--- src/rtl/regfile_write_sequencer_if.sv ---
// Write-port bus of the register-file write sequencer: the two write
// requesters, the memory stall inputs, the registered write port and
// the read-address match flags.
interface regfile_write_sequencer_if #(
  parameter int unsigned ADDR_WIDTH = 3,
  parameter int unsigned DATA_WIDTH = 8
);
  logic                  BUSYWAIT;
  logic                  IBUSYWAIT;

  logic                  A_VALID;
  logic [ADDR_WIDTH-1:0] A_ADDR;
  logic [DATA_WIDTH-1:0] A_DATA;
  logic                  A_READY;

  logic                  M_VALID;
  logic [ADDR_WIDTH-1:0] M_ADDR;
  logic [DATA_WIDTH-1:0] M_DATA;
  logic                  M_READY;

  logic                  WRITE;
  logic [ADDR_WIDTH-1:0] INADDRESS;
  logic [DATA_WIDTH-1:0] IN;
  logic                  INIT_DONE;

  logic [ADDR_WIDTH-1:0] OUT1ADDRESS;
  logic [ADDR_WIDTH-1:0] OUT2ADDRESS;
  logic                  FWD1;
  logic                  FWD2;

  // Requester / pipeline side: drives requests, stalls and read addresses.
  modport master (
    output BUSYWAIT, IBUSYWAIT,
    output A_VALID, A_ADDR, A_DATA,
    output M_VALID, M_ADDR, M_DATA,
    output OUT1ADDRESS, OUT2ADDRESS,
    input  A_READY, M_READY,
    input  WRITE, INADDRESS, IN, INIT_DONE,
    input  FWD1, FWD2
  );

  // Sequencer side: owns the register-file write port.
  modport slave (
    input  BUSYWAIT, IBUSYWAIT,
    input  A_VALID, A_ADDR, A_DATA,
    input  M_VALID, M_ADDR, M_DATA,
    input  OUT1ADDRESS, OUT2ADDRESS,
    output A_READY, M_READY,
    output WRITE, INADDRESS, IN, INIT_DONE,
    output FWD1, FWD2
  );
endinterface

--- src/rtl/regfile_write_sequencer.sv ---
// Owns the single write port of the register file. After reset it sweeps
// every register to INIT_VALUE, then arbitrates between the ALU writeback
// (A, priority) and the load path (M), forcing M through after AGE_LIMIT
// consecutive A wins. Any memory stall freezes all state.
module regfile_write_sequencer #(
  parameter int unsigned DATA_WIDTH = 8,
  parameter int unsigned ADDR_WIDTH = 3,
  parameter int unsigned AGE_LIMIT  = 3,
  parameter int unsigned INIT_VALUE = 0
) (
  input  logic                       CLK,
  input  logic                       RESET,
  regfile_write_sequencer_if.slave   bus
);

  localparam int unsigned AGE_W = (AGE_LIMIT < 1) ? 1 : $clog2(AGE_LIMIT + 1);
  localparam logic [AGE_W-1:0]      AGE_MAX   = AGE_W'(AGE_LIMIT);
  localparam logic [ADDR_WIDTH-1:0] LAST_ADDR = '1;
  localparam logic [DATA_WIDTH-1:0] INIT_DATA = DATA_WIDTH'(INIT_VALUE);

  localparam logic [0:0] ST_INIT = 1'b0;
  localparam logic [0:0] ST_RUN  = 1'b1;

  logic [0:0]            state_q,     state_d;
  logic [ADDR_WIDTH-1:0] init_cnt_q,  init_cnt_d;
  logic [AGE_W-1:0]      age_q,       age_d;
  logic                  write_q,     write_d;
  logic [ADDR_WIDTH-1:0] inaddr_q,    inaddr_d;
  logic [DATA_WIDTH-1:0] in_q,        in_d;
  logic                  init_done_q, init_done_d;

  logic stall;
  logic grant_a;
  logic grant_m;

  // Arbitration: ALU wins unless the load requester has aged out.
  always_comb begin
    stall   = bus.BUSYWAIT | bus.IBUSYWAIT;
    grant_a = 1'b0;
    grant_m = 1'b0;
    if (!stall && (state_q == ST_RUN)) begin
      grant_a = bus.A_VALID && (!bus.M_VALID || (age_q != AGE_MAX));
      grant_m = bus.M_VALID && (!bus.A_VALID || (age_q == AGE_MAX));
    end
  end

  // Next-state: init sweep, then one write per granted request.
  always_comb begin
    // NOTE: every variable gets a hold default first, so paths that do not
    // assign it keep the flop value instead of inferring a latch.
    state_d     = state_q;
    init_cnt_d  = init_cnt_q;
    age_d       = age_q;
    write_d     = write_q;
    inaddr_d    = inaddr_q;
    in_d        = in_q;
    init_done_d = init_done_q;

    if (!stall) begin
      case (state_q)
        ST_INIT: begin
          write_d    = 1'b1;
          inaddr_d   = init_cnt_q;
          in_d       = INIT_DATA;
          init_cnt_d = init_cnt_q + 1'b1;
          if (init_cnt_q == LAST_ADDR) begin
            state_d     = ST_RUN;
            init_done_d = 1'b1;
          end
        end
        ST_RUN: begin
          write_d = grant_a | grant_m;
          if (grant_a) begin
            inaddr_d = bus.A_ADDR;
            in_d     = bus.A_DATA;
          end else if (grant_m) begin
            inaddr_d = bus.M_ADDR;
            in_d     = bus.M_DATA;
          end
          // Age only counts A wins while M is waiting; any M grant or an
          // idle M clears it.
          if (grant_m || !bus.M_VALID) begin
            age_d = '0;
          end else if (grant_a && (age_q != AGE_MAX)) begin
            age_d = age_q + 1'b1;
          end
        end
      endcase
    end
  end

  // State and registered write port, asynchronously reset.
  always_ff @(posedge CLK or posedge RESET) begin
    if (RESET) begin
      state_q     <= ST_INIT;
      init_cnt_q  <= '0;
      age_q       <= '0;
      write_q     <= 1'b0;
      inaddr_q    <= '0;
      in_q        <= '0;
      init_done_q <= 1'b0;
    end else begin
      // NOTE: non-blocking assignments so every flop samples the
      // pre-edge values computed in the combinational block.
      state_q     <= state_d;
      init_cnt_q  <= init_cnt_d;
      age_q       <= age_d;
      write_q     <= write_d;
      inaddr_q    <= inaddr_d;
      in_q        <= in_d;
      init_done_q <= init_done_d;
    end
  end

  assign bus.A_READY   = grant_a;
  assign bus.M_READY   = grant_m;
  assign bus.WRITE     = write_q;
  assign bus.INADDRESS = inaddr_q;
  assign bus.IN        = in_q;
  assign bus.INIT_DONE = init_done_q;

  // Read ports whose address matches the write being presented now.
  assign bus.FWD1 = write_q && (inaddr_q == bus.OUT1ADDRESS);
  assign bus.FWD2 = write_q && (inaddr_q == bus.OUT2ADDRESS);

endmodule

--- src/flat_wrapper.sv ---
// flat-port wrapper written by rule: the top's interface ports become plain ports
module regfile_write_sequencer_flat 
#(
  parameter int unsigned DATA_WIDTH = 8,
  parameter int unsigned ADDR_WIDTH = 3,
  parameter int unsigned AGE_LIMIT  = 3,
  parameter int unsigned INIT_VALUE = 0
)
  (CLK, RESET, bus_BUSYWAIT, bus_IBUSYWAIT, bus_A_VALID, bus_A_ADDR, bus_A_DATA, bus_M_VALID, bus_M_ADDR, bus_M_DATA, bus_OUT1ADDRESS, bus_OUT2ADDRESS, bus_A_READY, bus_M_READY, bus_WRITE, bus_INADDRESS, bus_IN, bus_INIT_DONE, bus_FWD1, bus_FWD2);
  regfile_write_sequencer_if #(.ADDR_WIDTH(ADDR_WIDTH), .DATA_WIDTH(DATA_WIDTH)) bus_i ();
  input  logic CLK;
  input  logic RESET;
  input wire logic [$bits(bus_i.BUSYWAIT)-1:0] bus_BUSYWAIT;
  input wire logic [$bits(bus_i.IBUSYWAIT)-1:0] bus_IBUSYWAIT;
  input wire logic [$bits(bus_i.A_VALID)-1:0] bus_A_VALID;
  input wire logic [$bits(bus_i.A_ADDR)-1:0] bus_A_ADDR;
  input wire logic [$bits(bus_i.A_DATA)-1:0] bus_A_DATA;
  input wire logic [$bits(bus_i.M_VALID)-1:0] bus_M_VALID;
  input wire logic [$bits(bus_i.M_ADDR)-1:0] bus_M_ADDR;
  input wire logic [$bits(bus_i.M_DATA)-1:0] bus_M_DATA;
  input wire logic [$bits(bus_i.OUT1ADDRESS)-1:0] bus_OUT1ADDRESS;
  input wire logic [$bits(bus_i.OUT2ADDRESS)-1:0] bus_OUT2ADDRESS;
  output wire logic [$bits(bus_i.A_READY)-1:0] bus_A_READY;
  output wire logic [$bits(bus_i.M_READY)-1:0] bus_M_READY;
  output wire logic [$bits(bus_i.WRITE)-1:0] bus_WRITE;
  output wire logic [$bits(bus_i.INADDRESS)-1:0] bus_INADDRESS;
  output wire logic [$bits(bus_i.IN)-1:0] bus_IN;
  output wire logic [$bits(bus_i.INIT_DONE)-1:0] bus_INIT_DONE;
  output wire logic [$bits(bus_i.FWD1)-1:0] bus_FWD1;
  output wire logic [$bits(bus_i.FWD2)-1:0] bus_FWD2;
  assign bus_i.BUSYWAIT = bus_BUSYWAIT;
  assign bus_i.IBUSYWAIT = bus_IBUSYWAIT;
  assign bus_i.A_VALID = bus_A_VALID;
  assign bus_i.A_ADDR = bus_A_ADDR;
  assign bus_i.A_DATA = bus_A_DATA;
  assign bus_i.M_VALID = bus_M_VALID;
  assign bus_i.M_ADDR = bus_M_ADDR;
  assign bus_i.M_DATA = bus_M_DATA;
  assign bus_i.OUT1ADDRESS = bus_OUT1ADDRESS;
  assign bus_i.OUT2ADDRESS = bus_OUT2ADDRESS;
  assign bus_A_READY = bus_i.A_READY;
  assign bus_M_READY = bus_i.M_READY;
  assign bus_WRITE = bus_i.WRITE;
  assign bus_INADDRESS = bus_i.INADDRESS;
  assign bus_IN = bus_i.IN;
  assign bus_INIT_DONE = bus_i.INIT_DONE;
  assign bus_FWD1 = bus_i.FWD1;
  assign bus_FWD2 = bus_i.FWD2;
  regfile_write_sequencer #(.DATA_WIDTH(DATA_WIDTH), .ADDR_WIDTH(ADDR_WIDTH), .AGE_LIMIT(AGE_LIMIT), .INIT_VALUE(INIT_VALUE)) u_core (.CLK(CLK), .RESET(RESET), .bus(bus_i));
endmodule
--- config.mk ---
export PLATFORM = sky130hd
export DESIGN_NAME = regfile_write_sequencer_flat
export DESIGN_NICKNAME = d
export VERILOG_FILES = /design/src/rtl/regfile_write_sequencer_if.sv /design/src/rtl/regfile_write_sequencer.sv /design/src/flat_wrapper.sv
export SDC_FILE = /design/constraint.sdc
export NUM_CORES = 1
export LEC_CHECK = 0
export CORE_MARGIN = 3
export CORE_UTILIZATION = 40
export CTS_BUF_LIST = sky130_fd_sc_hd__clkbuf_8
export CTS_CLUSTER_SIZE = 28
export DETAILED_ROUTE_END_ITERATION = 10
export GPL_ROUTABILITY_DRIVEN = 0
export PLACE_DENSITY_LB_ADDON = 0.25
export SYNTH_ARGS = -nofsm -noshare
export SYNTH_HDL_FRONTEND = slang
export SYNTH_SLANG_ARGS = --single-unit
--- constraint.sdc ---
create_clock -name CLK -period 1.8 [get_ports CLK]
set_input_delay 0.18 -clock CLK [delete_from_list [all_inputs] [get_ports CLK]]
set_output_delay 0.18 -clock CLK [all_outputs]
set_load 0.05 [all_outputs]
# == After elaboration in Yosys (flattened, before gate mapping) ==
# Cells that the tools add are included.
# totals
reg_bits,19
in_bits,34
out_inout_bits,17
elab_cells,49
# classes
n_addsub,2
n_eq_ne,6
n_mux,13
n_bitwise,4
n_reduce_logical,17
# op_table
operator,count
8-bit 2-to-1 mux,2
8-bit case mux with 2 select lines,1
3-bit == test,2
1-bit logical AND,6
3-bit 2-to-1 mux,2
3-bit case mux with 2 select lines,1
3-bit AND reduction,2
1-bit 2-to-1 mux,4
2-bit 2-to-1 mux,2
2-bit AND reduction,2
3-bit by 1-bit adder with 3-bit output (second input constant),1
3-bit == test (second input constant),1
1-bit zero test,3
1-bit logical OR,3
3-bit != test (second input constant),1
2-bit by 1-bit adder with 2-bit output (second input constant),1
2-bit == test (second input constant),1
2-bit != test (second input constant),1
1-bit inverter,2
1-bit bitwise OR,2
1-bit case mux with 2 select lines,1
2-bit nonzero test,1

# == Depth between registers and ports, before layout ==
# logic_depth
depth_word,7
ltp_mapped,5
depth_no_buf,4

# == Worst setup path before layout ==
# No wires, ideal clock.
# synth_timing
path_type,reg-to-output
from,"reg u_core.inaddr_q[1], in the netlist u_core.bus.INADDRESS[1]"
to,out bus_FWD1
arrival_ns,1.964
required_ns,1.620
setup_slack_ns,-0.344
stages_incl_launch_ff,4
path_buffers,0
path_cell_list,dfrtp_1 xnor2_1 nand2_1 nor3_1
# synth_between
elab_chain_cells,2
# synth_lines
element,line_no,text
from (decl),regfile_write_sequencer.sv:28,"logic [ADDR_WIDTH-1:0] inaddr_q, inaddr_d;"
from (signal assigned),regfile_write_sequencer.sv:109,inaddr_q <= inaddr_d;
3-bit == test,regfile_write_sequencer.sv:123,assign bus.FWD1 = write_q && (inaddr_q == bus.OUT1ADDRESS);
1-bit logical AND,regfile_write_sequencer.sv:123,
to (decl),flat_wrapper.sv:29,output wire logic [$bits(bus_i.FWD1)-1:0] bus_FWD1;
# No other way between the ends.

# == Worst setup path after layout ==
# layout_timing
from,reg u_core.age_q[0]
to,out bus_A_READY
# layout_between
elab_chain_cells,4
# layout_lines
element,line_no,text
from (decl),regfile_write_sequencer.sv:26,"logic [AGE_W-1:0] age_q, age_d;"
from (signal assigned),regfile_write_sequencer.sv:107,age_q <= age_d;
2-bit != test,regfile_write_sequencer.sv:42,grant_a = bus.A_VALID && (!bus.M_VALID || (age_q != AGE_MAX));
1-bit logical OR,regfile_write_sequencer.sv:42,
1-bit logical AND,regfile_write_sequencer.sv:42,
1-bit 2-to-1 mux,regfile_write_sequencer.sv:41,if (!stall && (state_q == ST_RUN)) begin
to (decl),flat_wrapper.sv:23,output wire logic [$bits(bus_i.A_READY)-1:0] bus_A_READY;
# No other way between the ends.

==> results by group <==
Status
  – Outcome: finished clean

Final layout
  – Filler cells: 204
  – Core Util, Final: a little over two thirds
  – Multi-input logic area: ~610 um2
  – Share of cells above drive strength 1: 15.1%
  – Register area: 475 um2
  – Most frequent cells in the layout: clkdlybuf4s50_1, dfrtp_1, nand3_1
  – ANT cells: 0
  – Area Overhead vs Synth: 58.3%
  – Final nets: 210
  – Commonest non-fill, non-tap cell in the layout: clkdlybuf4s50_1

Route
  – Routed len/inst: 15.0 um
  – Drt first pass iters: 4
  – DRT iter0 DRCs: 64
  – Final ANT Viol Nets: 0
  – Detailed Route WL: around 3000 um
  – DRC: 0
  – Routed vias/inst: around 5.7
  – DR vias: 1,152

Flow run
  – Maxcap violations: 0

Yosys
  – Yosys top cell by area: dfrtp_1
  – Register area share after synthesis: 42.2%
  – Cells after Synth: 120
  – Top FF cell, synth: dfrtp_1
  – EDFF count, synth: 0
  – Register bit total from synthesis: 19
  – Syn nets: 157
  – Mapped Avg Cell Area: 9.39 um2
  – Yosys top cell area share: a little over two fifths
  – Top cells by area, synth: dfrtp_1, a31oi_1, nand3_1
  – Synthesis Warnings: 0
  – Synthesized cell area: 1130 um2
  – Asr flop ratio synth: 100%
  – Post-synth cell types: 33

Setup path
  – Cell chain of the critical path: ha_1 -> a21bo_2 -> nor2_4 -> buf_12
  – Startpoint types: register
  – Crit path kind: reg2out
  – CP endpoint kind: output pin
  – WP data arrival: 1.56 ns
  – Max Fanout on Critical Path: 9
  – Critical path's slowest cell: dfrtp_1
  – Largest stage delay on the critical path: ~0.40 ns
  – Required time of the critical path: 1.62 ns

Floorplanning
  – Die area: between 3000 and 4000 um2
  – CORE AREA: 2570 um2
  – Initial Utilization: 43.9%
  – Num ports: 51
  – # rows: 18
  – Die Ht: 59.1 um
  – Die X: 59.1 um

STA
  – Part of the cycle the worst path needs: a little over nine tenths
  – Worst slew margin: 66.7%
  – Endpoints failing setup: 0
  – Final min period: about 1.7 ns
  – Slew @ Worst Pin: 0.499 ns
  – Clk_skew: roughly 0.0046 ns
  – Final setup margin: approximately 0.063 ns
  – Max Clk Rate: 0.576 GHz
  – Endpoints failing hold: 0
  – Slew Viols, Final: 0

Clock network
  – CTS tree: done
  – Reg clk slew, reported paths: approximately 0.08 ns
  – Post-CTS setup buffers: 0
  – H-tree level count: 1
  – Clk root buf: clkbuf_8
  – CTS buffer count: 3
  – CTS max path bufs: 2
  – Post-CTS Resized: 0
  – Clock sinks: 19
  – CTS hold repair buffers: 0
  – Clk Latency, worst-skew pair: 0.26 ns

Global routing
  – Vias in the first global route: 1,075
  – Initial antenna violation count: 0
  – Largest net degree at the start of global routing: 20
  – GRT Total Usage: between 10% and 20%
  – First-pass GRT wire length: 5020 um
  – GR Overflow Total: 0

Power
  – Leak pwr: between 0.7 and 0.8 nW
  – Pwr dens: 763 nW/um2
  – IR drop worst, VDD: 0.000596 V
  – Total power draw: 1.36 mW

Placement
  – Post-DP HPWL: 2320 um
  – I/O Buffers: 50
  – DP Worst Slack: between 0.1 and 0.15 ns

Hold path
  – Hold Path Class: in2async
[metrics by stage]
step / cells / area (um2) / setup TNS, ns / hold WS, ns
detailed placement: 198 / 1730 / 0 / 0.471
global route: 202 / 1780 / -0.00412 / 0.282
floorplan: 120 / 1140 / 0 / 0.131
CTS: 202 / 1780 / 0 / 0.260
global placement: 198 / 1730 / 0 / 0.466
finish: 202 / 1780 / 0 / 0.243
[routing by layer]
layer | routed length (um) | vias up | global-route usage, %
li1 | - | 550 | -
met1 | 1350 | 552 | 27.1
met2 | 1440 | 48 | 29.5
met3 | 245 | 2 | 4.14
met4 | 8 | 0 | 1.94
met5 | 0 | - | 0
[state kept, by name, indices dropped and copies added, names as in the netlist]
signal                cells
u_core.age_q              2
u_core.bus.IN             8
u_core.bus.INADDRESS      3
u_core.bus.INIT_DONE      1
u_core.bus.WRITE          1
u_core.init_cnt_q         3
u_core.state_q            1
[report_power, final]
part / total, mW / internal (mW) / switching (mW)
Sequential: 0.513 / 0.476 / 0.0373
Clock: 0.306 / 0.154 / 0.152
Combinational: 0.543 / 0.231 / 0.312
Total: 1.36 / 0.860 / 0.502
[area by class of cell]
| cell class | instances | area share [%] |
|---|---|---|
| Clock inverter | 1 | 0.281 |
| Tap cell | 30 | 2.10 |
| Timing Repair Buffer | 59 | 34.1 |
| Multi-Input combinational cell | 88 | 34.2 |
| Inverter | 2 | 0.421 |
| Sequential cell | 19 | 26.6 |
| Clock buffer | 3 | 2.31 |
[cells in the mapped netlist, drive strengths merged (2+ instances only)]
master	n
a21oi	11
a221oi	3
a31oi	11
buf	6
clkbuf	5
dfrtp	19
ha	3
inv	2
mux2	2
nand2	6
nand2b	3
nand3	12
nand4	3
nor2	3
nor2b	2
nor3	3
o211ai	8
or3b	2
xnor2	2
xor2	5
[cells by family (layout without fill, tap and decap cells)]
kind of cell	after synthesis	after routing	synth area share, %
adder cells (fa/ha/maj)	3	3	3.33
buffers and inverters	13	65	5.77
AND/OR/NAND/NOR	37	37	17.4
flip-flops	19	19	42.2
XOR/XNOR	7	7	5.44
AO/OA/AOI/OAI	39	39	23.9
multiplexers	2	2	2.00
[critical path: cells and delay by family (launching register included)]
family	cells	cell delay, ns
fa+ha+maj	1	0.28
flops	1	0.40
simple gates	1	0.14
buf+inv	1	0.15
compound gates	1	0.32
[path summary, 6_finish.rpt]
| check | start | to | slack, ns | cells past startpoint |
|---|---|---|---|---|
| max | u_core.age_q[0] | bus_A_READY | 0.06 | 4 |
| max reg2reg | u_core.age_q[0] | u_core.bus.IN[7] | 0.31 | 5 |
| min reg2reg | u_core.bus.INIT_DONE | u_core.bus.INIT_DONE | 0.48 | 1 |
| min in group CLK | u_core.bus.INIT_DONE | u_core.bus.INIT_DONE | 0.48 | 1 |
| max in group asynchronous | RESET | u_core.bus.INIT_DONE | 1.36 | 3 |
| min | RESET | u_core.bus.IN[5] | 0.24 | 3 |
Note: power is estimated with default switching activity, not from simulation.
==> variant 1: new RTL, config.mk and constraints unchanged <==
`DATA_WIDTH` is set to 8 in 3 places; all go to 6.
--- a/src/rtl/regfile_write_sequencer_if.sv
+++ b/src/rtl/regfile_write_sequencer_if.sv
@@ -5,3 +5,3 @@
   parameter int unsigned ADDR_WIDTH = 3,
-  parameter int unsigned DATA_WIDTH = 8
+  parameter int unsigned DATA_WIDTH = 6
 );
--- a/src/rtl/regfile_write_sequencer.sv
+++ b/src/rtl/regfile_write_sequencer.sv
@@ -5,3 +5,3 @@
 module regfile_write_sequencer #(
-  parameter int unsigned DATA_WIDTH = 8,
+  parameter int unsigned DATA_WIDTH = 6,
   parameter int unsigned ADDR_WIDTH = 3,
--- a/src/flat_wrapper.sv
+++ b/src/flat_wrapper.sv
@@ -3,3 +3,3 @@
 #(
-  parameter int unsigned DATA_WIDTH = 8,
+  parameter int unsigned DATA_WIDTH = 6,
   parameter int unsigned ADDR_WIDTH = 3,
Ports: changed (resized bus_A_DATA, bus_IN and bus_M_DATA); port bits go from 51 to 45. The function was not compared with the original's and may differ.
==> variant 1 against the original RTL <==
Wire length increased by 1.1%; cell count decreased by 11%; utilization decreased by 0.36 points; register-to-register slack got worse by 0.09 ns; worst hold slack improved by 0.078 ns; sequential cell count decreased by 2; setup slack got worse by 0.010 ns; design area decreased by 10%; area after synthesis decreased by 9.1%; via count decreased by 8.0%; critical path type unchanged.
Power is not compared: it rests on default switching activity, and its combinational part moved more than twofold at a synthesized area within 25%.
==> variant 1: results (changes against the original RTL) <==
{
  "dpl.hpwl": {"value": 2.28, "unit": "mm", "change": "-1.8%"},
  "wirelength": {"value": 3.07, "unit": "mm", "change": "+1.1%"},
  "placed_area": {"value": 1560, "unit": "um2", "change": "-10%"},
  "crit_path_max_fanout": {"value": 10, "change": "+1"},
  "detailedRoute.firstPassIterationCount": {"value": 4, "change": "unchanged"},
  "worst_clock_skew": {"value": 0.000799, "unit": "ns", "change": "-0.00382 ns"},
  "dr.first_iter.drc_count": {"value": 30, "change": "-53%"},
  "transition_at_the_pin_with_the_smallest_max_transition_slack": {"value": 0.664, "unit": "ns", "change": "+0.165 ns"},
  "synth.top_cells.by_area": {"value": "dfrtp_1 (42%), nand3_1 (5.9%), a31oi_1 (4.9%), a41oi_2 (4.8%), a21oi_1 (4.4%)"},
  "post_synthesis_cell_count": {"value": 106, "change": "-12%"},
  "drive_above_1_share": {"value": 0.138, "change": "-0.0130"},
  "largest_net_degree_at_the_start_of_global_routing": {"value": 18, "change": "-10%"},
  "largest_register_ff_count": {"value": 6, "change": "-2"},
  "r2r.worst_path.cells": {"value": 4, "change": "-1"},
  "placed_cells": {"value": 176, "change": "-11%"},
  "placement.setup.worst_slack": {"value": 0.0884, "unit": "ns", "change": "-0.0194 ns"},
  "io_buffer_count": {"value": 44, "change": "-12%"},
  "hp-class": {"value": "in2async"},
  "synth_cell_type_count": {"value": 31, "change": "-6.1%"},
  "cts-root-buf": {"value": "clkbuf_8"},
  "synth_warnings": {"value": 0, "change": "unchanged"},
  "cts_made_buffers": {"value": 3, "change": "unchanged"},
  "stdcell_count": {"value": 180, "change": "-11%"},
  "via_per_inst": {"value": 5.89, "change": "+3.3%"},
  "gr-usage-all-layers": {"value": 0.204, "change": "+0.0170"},
  "synth_fp_nets": {"value": 139, "change": "-11%"},
  "fillers": {"value": 174, "change": "-15%"},
  "design.final.nets": {"value": 186, "change": "-11%"},
  "global_route_wire_length_before_repair": {"value": 5.06, "unit": "mm", "change": "+0.82%"},
  "n_antenna_cell": {"value": 0, "change": "unchanged"},
  "synth_top_cells_by_count": {"value": "dfrtp_1 (17), nand3_1 (12), a21oi_1 (9), a31oi_1 (8), nand2_1 (7)"},
  "outcome": {"value": "completed"},
  "ctsResizeCount": {"value": 0, "change": "unchanged"},
  "grt_pass1_vias": {"value": 1036, "change": "-3.6%"},
  "synth-async-reset-ratio": {"value": 1.00, "change": "unchanged"},
  "yosysSeqAreaShare": {"value": 0.415, "change": "-0.00661"}
}
==> variant 1: changes by cell type after synthesis, sizes merged, moves of 2 or more <==
| cell | change |
|---|---|
| a221oi | -3 |
| a41oi | +3 |
| nand4 | -3 |
| a21oi | -2 |
| a31oi | -2 |
| buf | -2 |
| dfrtp | -2 |
| o211ai | -2 |
| o31ai | +2 |
==> variant 1: layout make-up <==
type / instances / area share
multi-input cells: 80 / 0.354
flip-flops and latches: 17 / 0.265
clock inverters: 1 / 0.00234
clock buffers: 3 / 0.0258
inverters: 1 / 0.00234
well taps: 28 / 0.0219
repair buffers: 50 / 0.328
==> variant 1: final timing paths <==
path | startpoint | endpoint | slack, ns
setup reg to reg | u_core.state_q | u_core.bus.IN[5] | 0.22
max in group asynchronous | RESET | u_core.bus.WRITE | 1.06
min in group CLK | u_core.bus.INIT_DONE | u_core.bus.INIT_DONE | 0.49
hold / removal | RESET | u_core.age_q[1] | 0.32
setup / recovery | u_core.state_q | bus_A_READY | 0.05
hold reg to reg | u_core.bus.INIT_DONE | u_core.bus.INIT_DONE | 0.49
==> variant 1: kinds of logic after synthesis <==
logic type      count (synthesis)  share of synthesized area
compound gates                 33                      0.243
xor+xnor                        7                     0.0598
fa+ha+maj                       3                     0.0366
buf+inv                         9                     0.0427
flops                          17                      0.415
mux                             2                     0.0220
simple gates                   35                      0.181
==> variant 1: through the flow <==
stage / utilization / hold WS [ns] / total power [W]
2_1_floorplan: - / 0.106 / 0.00146
3_3_place_gp: 0.671 / 0.463 / 0.00187
3_5_place_dp: 0.671 / 0.470 / 0.00191
4_1_cts: 0.690 / 0.343 / 0.00220
5_1_grt: 0.691 / 0.372 / 0.00232
6_report: 0.691 / 0.321 / 0.00219
==> variant 1: per-layer routing <==
metal  routed length (um)  track usage  vias to the layer above
met4                   36       0.0712                        0
met2                 1580        0.351                       56
li1                     -            -                      482
met3                  250       0.0345                        4
met5                    0            0                        -
met1                 1210        0.253                      518
==> variant 1: power by group through the flow <==
| stage | Sequential [W] | Combinational (W) | Clock (W) |
|---|---|---|---|
| floorplan | 0.000961 | 0.000503 | 0 |
| global placement | 0.000685 | 0.00119 | 0 |
| detailed placement | 0.000691 | 0.00122 | 0 |
| CTS | 0.000686 | 0.00123 | 0.000287 |
| global route | 0.000708 | 0.00131 | 0.000305 |
| finish | 0.000687 | 0.00122 | 0.000282 |
==> variant 1: worst max-delay path, stage by stage (launching register included) <==
cell     delay, ns
dfrtp_1       0.53
or3b_1        0.46
nor2_2        0.18
buf_12        0.15
==> variant 2: new RTL, config.mk and constraints unchanged <==
Without the edit above. Take the reset off `in_q` and load it in a clocked block of its own.
--- a/src/rtl/regfile_write_sequencer.sv
+++ b/src/rtl/regfile_write_sequencer.sv
@@ -99,3 +99,2 @@
       inaddr_q    <= '0;
-      in_q        <= '0;
       init_done_q <= 1'b0;
@@ -109,5 +108,8 @@
       inaddr_q    <= inaddr_d;
-      in_q        <= in_d;
       init_done_q <= init_done_d;
     end
+  end
+
+  always_ff @(posedge CLK) begin
+    in_q <= in_d;
   end
Check against the original RTL: differs if RESET is asserted again (counterexample within 10 cycles, from zero or initial values and one cycle with RESET high); with RESET held inactive, the same outputs for 10 cycles.
==> variant 2 against the original RTL <==
Register-to-register slack better by 0.02 ns; first-iteration DRC count down 42%; wire length down 8.4%; fmax up 0.96%; sequential cell count unchanged; worst hold slack worse by 0.034 ns; utilization down 1.4 points; sequential share of layout area up 3.4 points; area after synthesis down 4.4%; design area down 3.7%; setup slack better by 0.017 ns.
Power is not compared: it rests on default switching activity, and its combinational part moved more than twofold at a synthesized area within 25%.
==> variant 2: results (changes against the original RTL) <==
{
  "worst_clock_skew": {"value": 0.00875, "unit": "ns", "change": "+0.00414 ns"},
  "crit_path_max_incr_delay": {"value": 0.84, "unit": "ns", "change": "+0.44 ns"},
  "synth_top_cells_by_count": {"value": "nand2_1 (12), nand3_1 (12), dfrtp_1 (11), edfxtp_1 (8), o21ai_1 (8)"},
  "grt_pass1_vias": {"value": 972, "change": "-9.6%"},
  "worst_flop_to_flop_path_endpoint": {"value": "u_core.bus.WRITE"},
  "outcome": {"value": "completed"},
  "r2r.worst_path.cells": {"value": 4, "change": "-1"},
  "dr.first_iter.drc_count": {"value": 37, "change": "-42%"},
  "timing.slew.headroom": {"value": 0.664, "change": "-0.00280"},
  "drive_above_1_share": {"value": 0.166, "change": "+0.0144"},
  "critical_path.reg2reg.startpoint": {"value": "u_core.state_q"},
  "worst_ep_arrival_time": {"value": 1.54, "unit": "ns", "change": "-0.02 ns"},
  "synth-async-reset-ratio": {"value": 0.579, "change": "-0.421"},
  "finalHoldWorstSlack": {"value": 0.209, "unit": "ns", "change": "-0.0336 ns"},
  "via_per_inst": {"value": 5.19, "change": "-9.0%"},
  "largest_net_degree_at_the_start_of_global_routing": {"value": 16, "change": "-20%"},
  "cts_made_buffers": {"value": 3, "change": "unchanged"},
  "crit_path_max_fanout": {"value": 4, "change": "-5"},
  "critical_path.slowest_cell": {"value": "clkdlybuf4s50_1"},
  "synth.top_cells.by_area": {"value": "dfrtp_1 (26%), edfxtp_1 (22%), nand3_1 (5.6%), a41oi_2 (4.5%), nand2_1 (4.2%)"},
  "synth_fa_ha_area_frac": {"value": 0.0348, "change": "+0.00155"},
  "synth_edf_count": {"value": 8, "change": "+8"},
  "dpl.hpwl": {"value": 2.20, "unit": "mm", "change": "-4.8%"},
  "timing.reg2reg.setup_slack": {"value": 0.33, "unit": "ns", "change": "+0.02 ns"},
  "yosysSeqAreaShare": {"value": 0.479, "change": "+0.0568"},
  "synth_fp_nets": {"value": 140, "change": "-11%"},
  "synth_cell_type_count": {"value": 31, "change": "-6.1%"},
  "crit_family": {"value": "buffers and inverters"},
  "synth_mux_area_frac": {"value": 0.0407, "change": "+0.0207"},
  "synth-xor-area-share": {"value": 0.0569, "change": "+0.00253"},
  "design.final.nets": {"value": 195, "change": "-7.1%"},
  "global_route_wire_length_before_repair": {"value": 4.34, "unit": "mm", "change": "-13%"},
  "gr-usage-all-layers": {"value": 0.168, "change": "-0.0186"}
}
-- variant 2: cell count changes after synthesis, sizes merged, moves of 6 or more --
cell,unedited run,this run
a21oi,11,3
a31oi,11,3
dfrtp,19,11
nand2,6,12
edfxtp,0,8
o211ai,8,0
o21ai,1,8
-- variant 2: worst max-delay path by stage --
stage,start,end,slack [ns],depth (start not counted)
floorplan,u_core.bus.INADDRESS[1],bus_FWD1,0.07,3
detailed placement,bus_IBUSYWAIT,u_core.init_cnt_q[2],0.10,4
global route,u_core.bus.INADDRESS[2],bus_INADDRESS[2],0.06,1
global placement,bus_IBUSYWAIT,u_core.init_cnt_q[2],0.13,4
CTS,u_core.age_q[0],bus_A_READY,0.04,4
finish,u_core.bus.INADDRESS[2],bus_INADDRESS[2],0.08,1
-- variant 2: stage by stage --
step	cells	area [um2]	setup WS (ns)	power, W
floorplan	103	1090	0.0708	0.00142
global placement	183	1670	0.133	0.00179
detailed placement	183	1670	0.105	0.00184
CTS	187	1720	0.0369	0.00213
global route	187	1720	0.0614	0.00224
finish	187	1720	0.0796	0.00212
-- variant 2: repair_timing --
action	4_1_cts	5_1_grt
gates resized for setup	0	1
setup endpoints to repair	0	1
hold buffers	0	0
-- variant 2: logic make-up (layout without fill, tap and decap cells) --
group / Yosys count / after routing
AO/OA/AOI/OAI: 20 / 20
XOR/XNOR: 7 / 7
adder cells (fa/ha/maj): 3 / 3
buffers and inverters: 7 / 61
flip-flops: 19 / 19
multiplexers: 4 / 4
AND/OR/NAND/NOR: 43 / 43
-- variant 2: final cells by class --
class | count | area [um2]
Timing Repair Buffer | 56 | 581
Clock buffer | 3 | 41.3
Sequential cell | 19 | 515
Fill cell | 201 | 805
Tap cell | 30 | 37.5
Clock inverter | 1 | 5.00
Multi-Input combinational cell | 77 | 534
Inverter | 1 | 3.75
-- variant 2: power by group --
part           internal (W)  switching (W)
combinational      0.000477       0.000632
sequential         0.000600       0.000111
clock              0.000154       0.000140
total               0.00123       0.000884
-- variant 2: per-layer routing --
layer  part of all wire  track usage  vias up
met5                  0            0        -
met4             0.0043       0.0232        0
met3              0.072       0.0379        2
met2               0.49        0.302       32
met1               0.43        0.211      463
li1                   -            -      474
